### config.mk
export PLATFORM = sky130hd
export DESIGN_NAME = vadd_launch_ctrl
export DESIGN_NICKNAME = d
export VERILOG_FILES = /design/src/rtl/vadd_launch_ctrl.sv
export SDC_FILE = /design/constraint.sdc
export NUM_CORES = 1
export LEC_CHECK = 0
export CELL_PAD_IN_SITES_DETAIL_PLACEMENT = 2
export CELL_PAD_IN_SITES_GLOBAL_PLACEMENT = 2
export CORE_UTILIZATION = 35
export DETAILED_ROUTE_END_ITERATION = 6
export PLACE_DENSITY = 0.89
export SLEW_MARGIN = 10
export SYNTH_ARGS = -nofsm -noshare
export SYNTH_HDL_FRONTEND = slang
export SYNTH_SLANG_ARGS = --single-unit
### constraint.sdc
create_clock -name clock -period 7 [get_ports clock]
set_input_delay 0.7 -clock clock [delete_from_list [all_inputs] [get_ports clock]]
set_output_delay 0.7 -clock clock [all_outputs]
set_load 0.005 [all_outputs]
### src/rtl/vadd_launch_ctrl.sv
// AXI4-Lite master that programs krnl_vadd (a, b, c, length_r), sets ap_start, polls ap_done
// and reports a completion record. Optional poll timeout: define VADD_LAUNCH_TIMEOUT_EN.
module vadd_launch_ctrl #(
    parameter int                ADDR_W   = 12,
    parameter logic [ADDR_W-1:0] CTRL_OFF = 'h00,
    parameter logic [ADDR_W-1:0] A_OFF    = 'h10,
    parameter logic [ADDR_W-1:0] B_OFF    = 'h1C,
    parameter logic [ADDR_W-1:0] C_OFF    = 'h28,
    parameter logic [ADDR_W-1:0] LEN_OFF  = 'h34,
    parameter int                POLL_GAP = 16,
    parameter int unsigned       TIMEOUT  = 2**20
) (
    input  logic              clock,
    input  logic              reset,
    input  logic              cmd_valid,
    output logic              cmd_ready,
    input  logic [63:0]       cmd_a,
    input  logic [63:0]       cmd_b,
    input  logic [63:0]       cmd_c,
    input  logic [31:0]       cmd_len,
    output logic              done_valid,
    input  logic              done_ready,
    output logic [1:0]        done_status,
    output logic [31:0]       done_cycles,
    output logic              busy,
    output logic              m_awvalid,
    input  logic              m_awready,
    output logic [ADDR_W-1:0] m_awaddr,
    output logic              m_wvalid,
    input  logic              m_wready,
    output logic [31:0]       m_wdata,
    output logic [3:0]        m_wstrb,
    input  logic              m_bvalid,
    output logic              m_bready,
    input  logic [1:0]        m_bresp,
    output logic              m_arvalid,
    input  logic              m_arready,
    output logic [ADDR_W-1:0] m_araddr,
    input  logic              m_rvalid,
    output logic              m_rready,
    input  logic [31:0]       m_rdata,
    input  logic [1:0]        m_rresp
);
    typedef enum logic [2:0] {S_IDLE, S_WR, S_WB, S_POLL_AR, S_POLL_R, S_GAP, S_RESP} state_t;

    state_t      state;
    logic [63:0] a_q, b_q, c_q;
    logic [31:0] len_q;
    logic [2:0]  idx;
    logic [31:0] gap_cnt;
    logic        tmo;

    // Only ap_done is looked at in the poll response.
    logic unused_rdata;
    assign unused_rdata = ^{m_rdata[31:2], m_rdata[0]};

`ifdef VADD_LAUNCH_TIMEOUT_EN
    assign tmo = (done_cycles >= TIMEOUT);
`else
    logic [31:0] unused_timeout;
    assign unused_timeout = TIMEOUT;
    assign tmo = 1'b0;
`endif

    assign cmd_ready = (state == S_IDLE);
    assign busy      = (state != S_IDLE);
    assign m_wstrb   = 4'hF;

    function automatic logic [ADDR_W-1:0] reg_addr(input logic [2:0] i);
        case (i)
            3'd0:    reg_addr = A_OFF;
            3'd1:    reg_addr = A_OFF + ADDR_W'(4);
            3'd2:    reg_addr = B_OFF;
            3'd3:    reg_addr = B_OFF + ADDR_W'(4);
            3'd4:    reg_addr = C_OFF;
            3'd5:    reg_addr = C_OFF + ADDR_W'(4);
            3'd6:    reg_addr = LEN_OFF;
            default: reg_addr = CTRL_OFF;
        endcase
    endfunction

    function automatic logic [31:0] reg_data(input logic [2:0] i, input logic [63:0] a,
                                             input logic [63:0] b, input logic [63:0] c,
                                             input logic [31:0] len);
        case (i)
            3'd0:    reg_data = a[31:0];
            3'd1:    reg_data = a[63:32];
            3'd2:    reg_data = b[31:0];
            3'd3:    reg_data = b[63:32];
            3'd4:    reg_data = c[31:0];
            3'd5:    reg_data = c[63:32];
            3'd6:    reg_data = len;
            default: reg_data = 32'h1;
        endcase
    endfunction

    always_ff @(posedge clock or negedge reset) begin
        if (!reset) begin
            state       <= S_IDLE;
            a_q         <= '0;
            b_q         <= '0;
            c_q         <= '0;
            len_q       <= '0;
            idx         <= '0;
            gap_cnt     <= '0;
            done_valid  <= 1'b0;
            done_status <= '0;
            done_cycles <= '0;
            m_awvalid   <= 1'b0;
            m_awaddr    <= '0;
            m_wvalid    <= 1'b0;
            m_wdata     <= '0;
            m_bready    <= 1'b0;
            m_arvalid   <= 1'b0;
            m_araddr    <= '0;
            m_rready    <= 1'b0;
        end else begin
            // Cycle count runs only while waiting on the kernel; it saturates rather than wraps.
            if ((state inside {S_POLL_AR, S_POLL_R, S_GAP}) && done_cycles != '1)
                done_cycles <= done_cycles + 32'd1;
            case (state)
                S_IDLE: if (cmd_valid) begin
                    a_q         <= cmd_a;
                    b_q         <= cmd_b;
                    c_q         <= cmd_c;
                    len_q       <= cmd_len;
                    idx         <= '0;
                    m_awaddr    <= reg_addr(3'd0);
                    m_wdata     <= reg_data(3'd0, cmd_a, cmd_b, cmd_c, cmd_len);
                    m_awvalid   <= 1'b1;
                    m_wvalid    <= 1'b1;
                    done_status <= '0;
                    done_cycles <= '0;
                    state       <= S_WR;
                end
                S_WR: begin
                    if (m_awready) m_awvalid <= 1'b0;
                    if (m_wready)  m_wvalid  <= 1'b0;
                    if ((!m_awvalid || m_awready) && (!m_wvalid || m_wready)) begin
                        m_bready <= 1'b1;
                        state    <= S_WB;
                    end
                end
                S_WB: if (m_bvalid) begin
                    m_bready <= 1'b0;
                    if (m_bresp != 2'b00) begin
                        done_status <= 2'd1;
                        done_valid  <= 1'b1;
                        state       <= S_RESP;
                    end else if (idx == 3'd7) begin
                        done_cycles <= '0;
                        m_arvalid   <= 1'b1;
                        m_araddr    <= CTRL_OFF;
                        state       <= S_POLL_AR;
                    end else begin
                        idx       <= idx + 3'd1;
                        m_awaddr  <= reg_addr(idx + 3'd1);
                        m_wdata   <= reg_data(idx + 3'd1, a_q, b_q, c_q, len_q);
                        m_awvalid <= 1'b1;
                        m_wvalid  <= 1'b1;
                        state     <= S_WR;
                    end
                end
                S_POLL_AR: if (m_arready) begin
                    m_arvalid <= 1'b0;
                    m_rready  <= 1'b1;
                    state     <= S_POLL_R;
                end
                S_POLL_R: if (m_rvalid) begin
                    m_rready <= 1'b0;
                    if (m_rresp != 2'b00) begin
                        done_status <= 2'd2;
                        done_valid  <= 1'b1;
                        state       <= S_RESP;
                    end else if (m_rdata[1]) begin
                        done_status <= 2'd0;
                        done_valid  <= 1'b1;
                        state       <= S_RESP;
                    end else if (tmo) begin
                        done_status <= 2'd3;
                        done_valid  <= 1'b1;
                        state       <= S_RESP;
                    end else begin
                        gap_cnt <= '0;
                        state   <= S_GAP;
                    end
                end
                S_GAP: begin
                    if (tmo) begin
                        done_status <= 2'd3;
                        done_valid  <= 1'b1;
                        state       <= S_RESP;
                    end else if (gap_cnt == 32'(POLL_GAP - 1)) begin
                        m_arvalid <= 1'b1;
                        state     <= S_POLL_AR;
                    end else begin
                        gap_cnt <= gap_cnt + 32'd1;
                    end
                end
                S_RESP: if (done_ready) begin
                    done_valid <= 1'b0;
                    state      <= S_IDLE;
                end
                default: state <= S_IDLE;
            endcase
        end
    end
endmodule

Word-level counts from Yosys, hierarchy flattened
Cells that the tools add are included.
Word-level totals
  bits in writable memories: 0
  ROM bits: 0
  memories: 0
  latch bits: 0
  flip-flop bits (word level): 346
  bits of input ports: 269
Cells by class
  bitwise gates (word level): 0
  multiply operators: 0
  muxes and demuxes: 74
  magnitude comparators: 0
  reduce and logical (&&, ||, !) cells: 31
  equal/unequal tests: 32
  divide/modulo/power cells: 0
  shift-type cells: 0
  add/subtract/negate cells: 3
Operators by type and width (count)
  $mux 32: 13
  $pmux 32 s7: 1
  $pmux 32 s2: 3
  $add 32x1->32 const B: 2
  $mux 12: 4
  $pmux 6 s7: 1
  $mux 3: 12
  $eq 32x4->1 const B: 1
  $ne 32x32->1 const B: 1
  $ne 2x2->1 const B: 15
  $reduce_and 6->1: 5
  $pmux 12 s2: 1
  $eq 3x3->1 const B: 7
  $mux 1: 21
  $pmux 3 s7: 1
  $mux 2: 9
  $reduce_bool 3->1: 6
  $eq 3x2->1 const B: 4
  $pmux 1 s3: 4
  $reduce_bool 2->1: 6
  $reduce_and 5->1: 2
  $reduce_and 7->1: 1
  $eq 3x1->1 const B: 2
  $logic_not 3->1: 2
  other kinds (11): 16

Depth between registers and ports, before layout
Gate-level depths: netlist of run 1.
  depth after elaboration: 8
  depth in mapped cells: 9
  gate-level depth less buffers: 7

Worst setup path before layout of run 1
Ideal clock, no wire load.
  path kind: input-to-reg
  start: in m_rresp[1]
  end: reg gap_cnt[27]
  path buffers: 0
  library setup time: 0.078 ns
  arrival time: 2.335 ns
  stages on the path: 5
  data required time: 6.922 ns
  slack: 4.587 ns
  cell sequence: or4b_4 -> a211oi_4 -> o211ai_4 -> or4_1 -> a21oi_1
On the way
  cells in the longest elaborated chain, start to end: 3
Ends and longest elaborated chain
  start, declared: line 42  | input logic [1:0] m_rresp
  $reduce_bool 2->1: line 171  | if (m_rresp != 2'b00) begin
  $ne 2x2->1 (no line)
  $reduce_and 5->1 (no line)
  end signal, assigned: line 197  | gap_cnt <= gap_cnt + 32'd1;
  end, declared: line 50  | logic [31:0] gap_cnt;
Every way passes these cells.
A chain may end at the register's enable or synchronous reset.

Final worst setup path of run 1
  start: reg idx[0]
  end: reg m_wdata[5]
On the way
  cells in the longest elaborated chain, start to end: 7
  elaborated cells on any way between the ends: 16
  those cells by class: add/sub (1); eq/ne (8); mux (5); reduce/logical (2)
Ends and longest elaborated chain
  start, declared: line 49  | logic [2:0] idx;
  start signal, assigned: line 156  | idx <= idx + 3'd1;
  $add 3x1->3: line 158  | m_wdata <= reg_data(idx + 3'd1, a_q, b_q, c_q, len_q);
  $eq 3x3->1 (tied with other cells): line 85  | case (i)
  $pmux 32 s7: line 85
  $mux 32: line 150  | end else if (idx == 3'd7) begin
  $mux 32: line 146  | if (m_bresp != 2'b00) begin
  $mux 32: line 144  | S_WB: if (m_bvalid) begin
  $pmux 32 s2: line 121  | case (state)
  end signal, assigned: line 129  | m_wdata <= reg_data(3'd0, cmd_a, cmd_b, cmd_c, cmd_len);
  end signal, assigned: line 158
  end, declared: line 31  | output logic [31:0] m_wdata,
Parallel ways exist; a longest one is shown, timed or not. The select of a mux whose other input is x is not followed.

==> reports/results.ini, run 1 <==
[worst_setup_path]
path_buf_inv = 2
cpMostUsedCell = buf_4
critPathArrivalTime_ps = 3960
required_ps = 7410
critical_path.max_stage_delay_ps = 600
endpoint_kind = flop
slowest_stage = buf_4
startpoint_type = flop
crit_type = reg2reg
worstPathCellList = ha_1, ha_4, buf_4, nor2b_1, nor3_1, nor2_4, buf_4, a22oi_1, o21ai_0
cp_top_family = buffers and inverters
critical_path.max_fanout = 46

[place]
placed_area_um2 = 19400
dpl.hpwl_um = 39100
io_buffers = 315
gp_congestion = 0.803
pre_cts_ws_ps = 3330

[synth]
ys.flop_type = dfrtp_1
synth_edf_count = 0
netlist_area_um2 = 15800
synth.ff_latch_count = 338
synth_top_area_share_pct = 53.5
postSynthAreaPerCell_um2 = 11.7
synth_area_leader_cell = dfrtp_1
seq_area_frac_synth_pct = 53.5
synth_warnings = 0
yosysUniqueCellTypes = 68
async_reset_ff_share_pct = 100
netlist_top_cells_area = dfrtp_1, mux2_2, o21ai_0
synth_cells = 1352

[clock_tree]
numCtsBuffers = 41
clk_latency_ps = 560
cts_max_level = 2
clk_path_buf_depth = 3
numClockSinks = 338
cts-root-buf = clkbuf_16
post_cts_buffers = 0
cts_tree = done
hold_buffers = 0
cts_resized = 0
clkTransAtPathRegs_ps = 60

[floorplan]
core_area_um2 = 44400
die_area_um2 = 46000
rows = 77
start_util_pct = 35.6
die_w_um = 215
io_pins = 371
die_y_um = 215

[timing]
skew_ps = 8.72
finalHoldViolCount = 0
slew_violations = 0
period_needed_ps = 3550
grt_setup_unrepaired = false
worst_pin_slew_ps = 1100
slew_headroom_pct = 25.6
setup_tns_ps = 0
fin_ws_ps = 3450
max_freq_mhz = 281
timing.hold.ws_ps = 208
setup_violations = 0
fin_crit_sh_pct = 50.8

[power_and_ir_drop]
peakVddDrop_uv = 265
netSwitchingFraction_pct = 35.5
pwr-share-clk_pct = 25.0
comb_power_share_pct = 36.3
p_int_mw = 5.67
p_per_area_nw_per_um2 = 422
p_leak_nw = 8.28
p_seq_share_pct = 38.6
p_sw_mw = 3.11

[route]
drtIter0Drc = 786
via_count = 12758
first_pass_iters = 7
drtAntennaViolNets = 0
drc = 0
via_per_inst = 5.66
wl_um = 61000
wl_per_cell_um = 27.1

[cells_and_area]
fin_nets = 1906
most-common-layout-cells = dfrtp_1, clkdlybuf4s50_1, mux2_2
layout_commonest_cell = dfrtp_1
drive_gt1_share_pct = 20.3
area_delta_synth_final_pct = 31.7
fin_area_um2 = 20800
fillers = 4345

[min_path]
min_path_type = in2async

[global_route]
grt_pass1_vias = 14724
grt_remaining_overflow = 0
grtUsageTotal_pct = 26.6
grt_max_degree = 169
grt_pass1_wl_um = 93900
antenna_found_initial = 12

[flow_run]
max-cap-violations = 0

[outcome]
status = completed

-- worst reg2reg max path, stage by stage (launching register included) --
cell	delay [ps]
dfrtp_1	510
ha_1	300
ha_4	540
buf_4	620
nor2b_1	160
nor3_1	310
nor2_4	200
buf_4	330
a22oi_1	320
o21ai_0	120
-- stage by stage --
stage                     total power [mW]  utilization (%)  std cells
after floorplan                       5.12                -       1374
after global placement                6.20             43.7       2177
after detailed placement              6.52             43.7       2177
after CTS                             8.86             46.8       2250
after global routing                  9.22             46.9       2254
final                                 8.78             46.9       2254
-- power groups by stage --
stage	Combinational [mW]	Sequential [mW]	Clock (mW)
after floorplan	1.99	3.13	0
after global placement	2.94	3.26	0
after detailed placement	3.14	3.38	0
after CTS	3.21	3.40	2.25
after global routing	3.42	3.48	2.31
final	3.19	3.39	2.20
-- layer usage --
metal / track usage (%) / part of all wire [%] / wire length [um] / vias to the layer above
li1: - / - / - / 5600
met1: 31.8 / 40 / 24600 / 6704
met2: 47.2 / 52 / 31600 / 359
met3: 6.62 / 5.9 / 3570 / 85
met4: 7.05 / 1.9 / 1130 / 10
met5: 0 / 0.11 / 65 / -
-- kinds of logic after synthesis --
| family | synth area share [%] |
|---|---|
| buf+inv | 3.99 |
| flops | 53.5 |
| xor+xnor | 0.499 |
| mux | 17.1 |
| simple gates | 9.48 |
| other cells | 0.0475 |
| compound gates | 14.7 |
| fa+ha+maj | 0.712 |
-- state kept, by name (all words and copies together), names as in the netlist --
signal	flops
done_cycles	32
done_status	2
m_awvalid	1
m_bready	1
m_wdata	32
c_q	64
idx	3
m_wvalid	1
done_valid	1
state	3
b_q	64
gap_cnt	32
a_q	64
m_awaddr	4
len_q	32
m_arvalid	1
m_rready	1
-- layout make-up --
class | count | area (um2) | share of cell area (%)
clock buffer | 65 | 1280 | 6.14
antenna | 4 | 10.0 | 0.0481
timing repair buffer | 326 | 3270 | 15.7
tap | 592 | 741 | 3.56
clock inverter | 8 | 96.3 | 0.463
inverter | 20 | 75.1 | 0.361
sequential | 338 | 8460 | 40.6
multi-input combinational | 901 | 6890 | 33.1
-- cells in the mapped netlist (10+ instances only) --
| cell | number |
|---|---|
| nor3_1 | 24 |
| buf_4 | 24 |
| mux2_2 | 235 |
| dfrtp_1 | 338 |
| a22oi_1 | 28 |
| a222oi_1 | 33 |
| nand3_1 | 29 |
| or3_1 | 36 |
| inv_1 | 20 |
| o31ai_1 | 14 |
| o211ai_1 | 15 |
| nor2_1 | 25 |
| a22o_1 | 37 |
| o21ai_0 | 88 |
| nand2_1 | 98 |
| clkbuf_1 | 59 |
| or4_1 | 10 |
| a21oi_1 | 67 |
| nand4_1 | 21 |
| nor4_1 | 11 |
| buf_2 | 26 |
-- final timing paths --
kind	startpoint	end	slack, ps	depth (start not counted)
worst min-delay path	reset	done_cycles[23]	210	1
worst max-delay path	idx[0]	m_wdata[5]	3450	9
worst max register to register	idx[0]	m_wdata[5]	3450	9
worst min register to register	m_awaddr[2]	m_awaddr[2]	480	2
max in group asynchronous	reset	len_q[5]	5170	2
min in group clock	m_awaddr[2]	m_awaddr[2]	480	2
Note: power is estimated with default switching activity, not from simulation.
==> run 2, diff against run 1 <==
Settings changed: CORE_UTILIZATION 35 to 33, PLACE_DENSITY 0.89 to 0.84.
Clock period 7 ns to 3.55 ns, I/O delays scaled along.
==> run 2 against run 1 <==
Compared with the run above:
- the run now ends with DRC left
- first-iteration DRC count grew 12%
- via count is 0.82% higher
- global-route usage shrank 2.0 points
- highest routed layer unchanged
- worst hold slack better by 190 ps
- critical endpoint is now m_wdata[4]
==> reports/results.ini, run 2 (same netlist as run 1, synthesis figures left out) <==
[timing]
fin_crit_sh_pct = 85.8  ; +35 points
max_freq_mhz = 328  ; +17%
worst_pin_slew_ps = 1060  ; -42.3 ps
setup_tns_ps = 0  ; unchanged
grt_setup_unrepaired = false
fin_ws_ps = 505  ; -2940 ps
slew_violations = 0  ; unchanged
setup_violations = 0  ; unchanged
skew_ps = 26.4  ; +17.7 ps
slew_headroom_pct = 29.4  ; +3.8 points
finalHoldViolCount = 0  ; unchanged
period_needed_ps = 3040  ; -509 ps

[place]
gp_congestion = 0.815  ; +1.5%
io_buffers = 315  ; unchanged
pre_cts_ws_ps = 498  ; -2830 ps
dpl.hpwl_um = 38800  ; -0.94%

[cells_and_area]
layout_commonest_cell = dfrtp_1
most-common-layout-cells = dfrtp_1, clkdlybuf4s50_1, mux2_2
drive_gt1_share_pct = 21.1  ; +0.82 points
fillers = 4725  ; +8.7%
fin_nets = 1923  ; +0.89%
largestRegisters = a_q (64), b_q (64), c_q (64)
area_delta_synth_final_pct = 33.0

[global_route]
grt_pass1_wl_um = 91800  ; -2.2%
antenna_found_initial = 11  ; -1
grt_max_degree = 90  ; -47%
grt_remaining_overflow = 0  ; unchanged
grtUsageTotal_pct = 24.6  ; -2.0 points
grt_pass1_vias = 14594  ; -0.88%

[worst_setup_path]
critPathArrivalTime_ps = 3420  ; -540 ps
endpoint_kind = flop
critical_path.max_stage_delay_ps = 770  ; +170 ps
critical_path.max_fanout = 80  ; +74%
path_buf_inv = 0  ; -2
required_ps = 3920  ; -3490 ps
worstPathCellList = nor3b_2, o21ai_1, nand2_4, o21ai_0
slowest_stage = dfrtp_1
crit_type = reg2reg
cp_top_family = simple AND/OR/NAND/NOR gates
startpoint_type = flop

[clock_tree]
cts_tree = done
cts_max_level = 2  ; unchanged
post_cts_buffers = 0  ; unchanged
cts-root-buf = clkbuf_16
numCtsBuffers = 40  ; -2.4%
clk_path_buf_depth = 3  ; unchanged
clkTransAtPathRegs_ps = 60  ; about the same
clk_latency_ps = 570  ; about the same
numClockSinks = 338  ; unchanged

[power_and_ir_drop]
p_sw_mw = 6.11  ; +96%
peakVddDrop_uv = 522  ; +97%
p_per_area_nw_per_um2 = 829  ; +96%
p_leak_nw = 8.39  ; +1.3%
comb_power_share_pct = 36.8  ; +0.5 points
p_seq_share_pct = 38.1  ; -0.5 points
netSwitchingFraction_pct = 35.1  ; -0.37 points
pwr-share-clk_pct = 25.1  ; about the same
p_int_mw = 11.3  ; +100%

[floorplan]
die_w_um = 221  ; +3.0%
die_area_um2 = 48800  ; +6.0%
core_area_um2 = 46900  ; +5.5%
io_pins = 371  ; unchanged
die_y_um = 221  ; +3.0%
start_util_pct = 33.7  ; -1.9 points
rows = 79  ; +2.6%

[route]
first_pass_iters = 7  ; unchanged
drtAntennaViolNets = 0  ; unchanged
wl_um = 59700  ; -2.1%
drc = 34  ; +34
via_count = 12862  ; +0.82%
drtIter0Drc = 877  ; +12%
wl_per_cell_um = 26.1  ; -3.5%
via_per_inst = 5.62  ; -0.64%

[outcome]
status = finished, violations left
violations = DRC

[flow_run]
max-cap-violations = 0  ; unchanged

[min_path]
min_path_type = in2reg

## run 2: cell types whose count changed in the layout (fill, tap and decap cells not counted)
cell           before  now
diode_2             4    6
nor3b_4             1    0
clkbuf_8           12    8
clkbuf_1           10    8
dlygate4sd3_1       0    1
clkbuf_16          43   41
inv_6               1    2
buf_12              2    7
clkinvlp_4          1    0
clkinv_2            4    7
buf_4               9   21
bufinv_16           2    5
nor3b_2             1    2
## run 2: final cells by class
type,count,area (um2),area share [%]
Clock buffer,57,1170,5.55
Antenna cell,6,15.0,0.0714
Inverter,20,75.1,0.357
Clock inverter,14,203,0.964
Sequential cell,338,8460,40.2
Timing Repair Buffer,344,3470,16.5
Multi-Input combinational cell,901,6880,32.7
Tap cell,607,759,3.61
## run 2: layer usage
layer	global-route usage, %	part of all wire, %
met5	0	0.16
met4	8.62	2.6
met3	6.68	6.8
met2	42.5	51
met1	29.3	40
## run 2: through the flow
step	total power, mW	utilization, %	area, um2	hold slack, ps	cells
global route	18.3	44.9	21000	396	2284
floorplan	10.1	-	15900	59.4	1374
global placement	12.4	41.9	19600	456	2209
finish	17.4	44.9	21000	402	2287
CTS	17.6	44.8	21000	375	2281
detailed placement	12.9	41.9	19600	448	2209
## run 2: worst register-to-register path, stage by stage (launching register included)
cell,delay (ps)
dfrtp_1,770
nor3b_2,700
o21ai_1,270
nand2_4,720
o21ai_0,410
## run 2: repair_timing
| item | CTS | global route |
|---|---|---|
| resized for setup | 0 | 0 |
| hold buffers | 1 | 0 |
| hold endpoints to repair | 82 | 0 |
## run 2: worst paths after layout
path,from,end,slack [ps],cells past startpoint
max,state[1],m_wdata[4],510,4
min,cmd_b[2],b_q[2],400,2
max reg2reg,state[1],m_wdata[4],510,4
min reg2reg,m_wdata[20],m_wdata[20],480,2
max in group asynchronous,reset,a_q[38],2190,3
min in group asynchronous,reset,done_cycles[21],440,2
## run 2: power groups by stage
stage / Clock, mW / Combinational [mW] / Sequential, mW
after CTS: 4.47 / 6.49 / 6.65
final: 4.37 / 6.42 / 6.64
after global placement: 0 / 5.91 / 6.44
after detailed placement: 0 / 6.27 / 6.64
after global routing: 4.59 / 6.89 / 6.83
after floorplan: 0 / 3.92 / 6.17
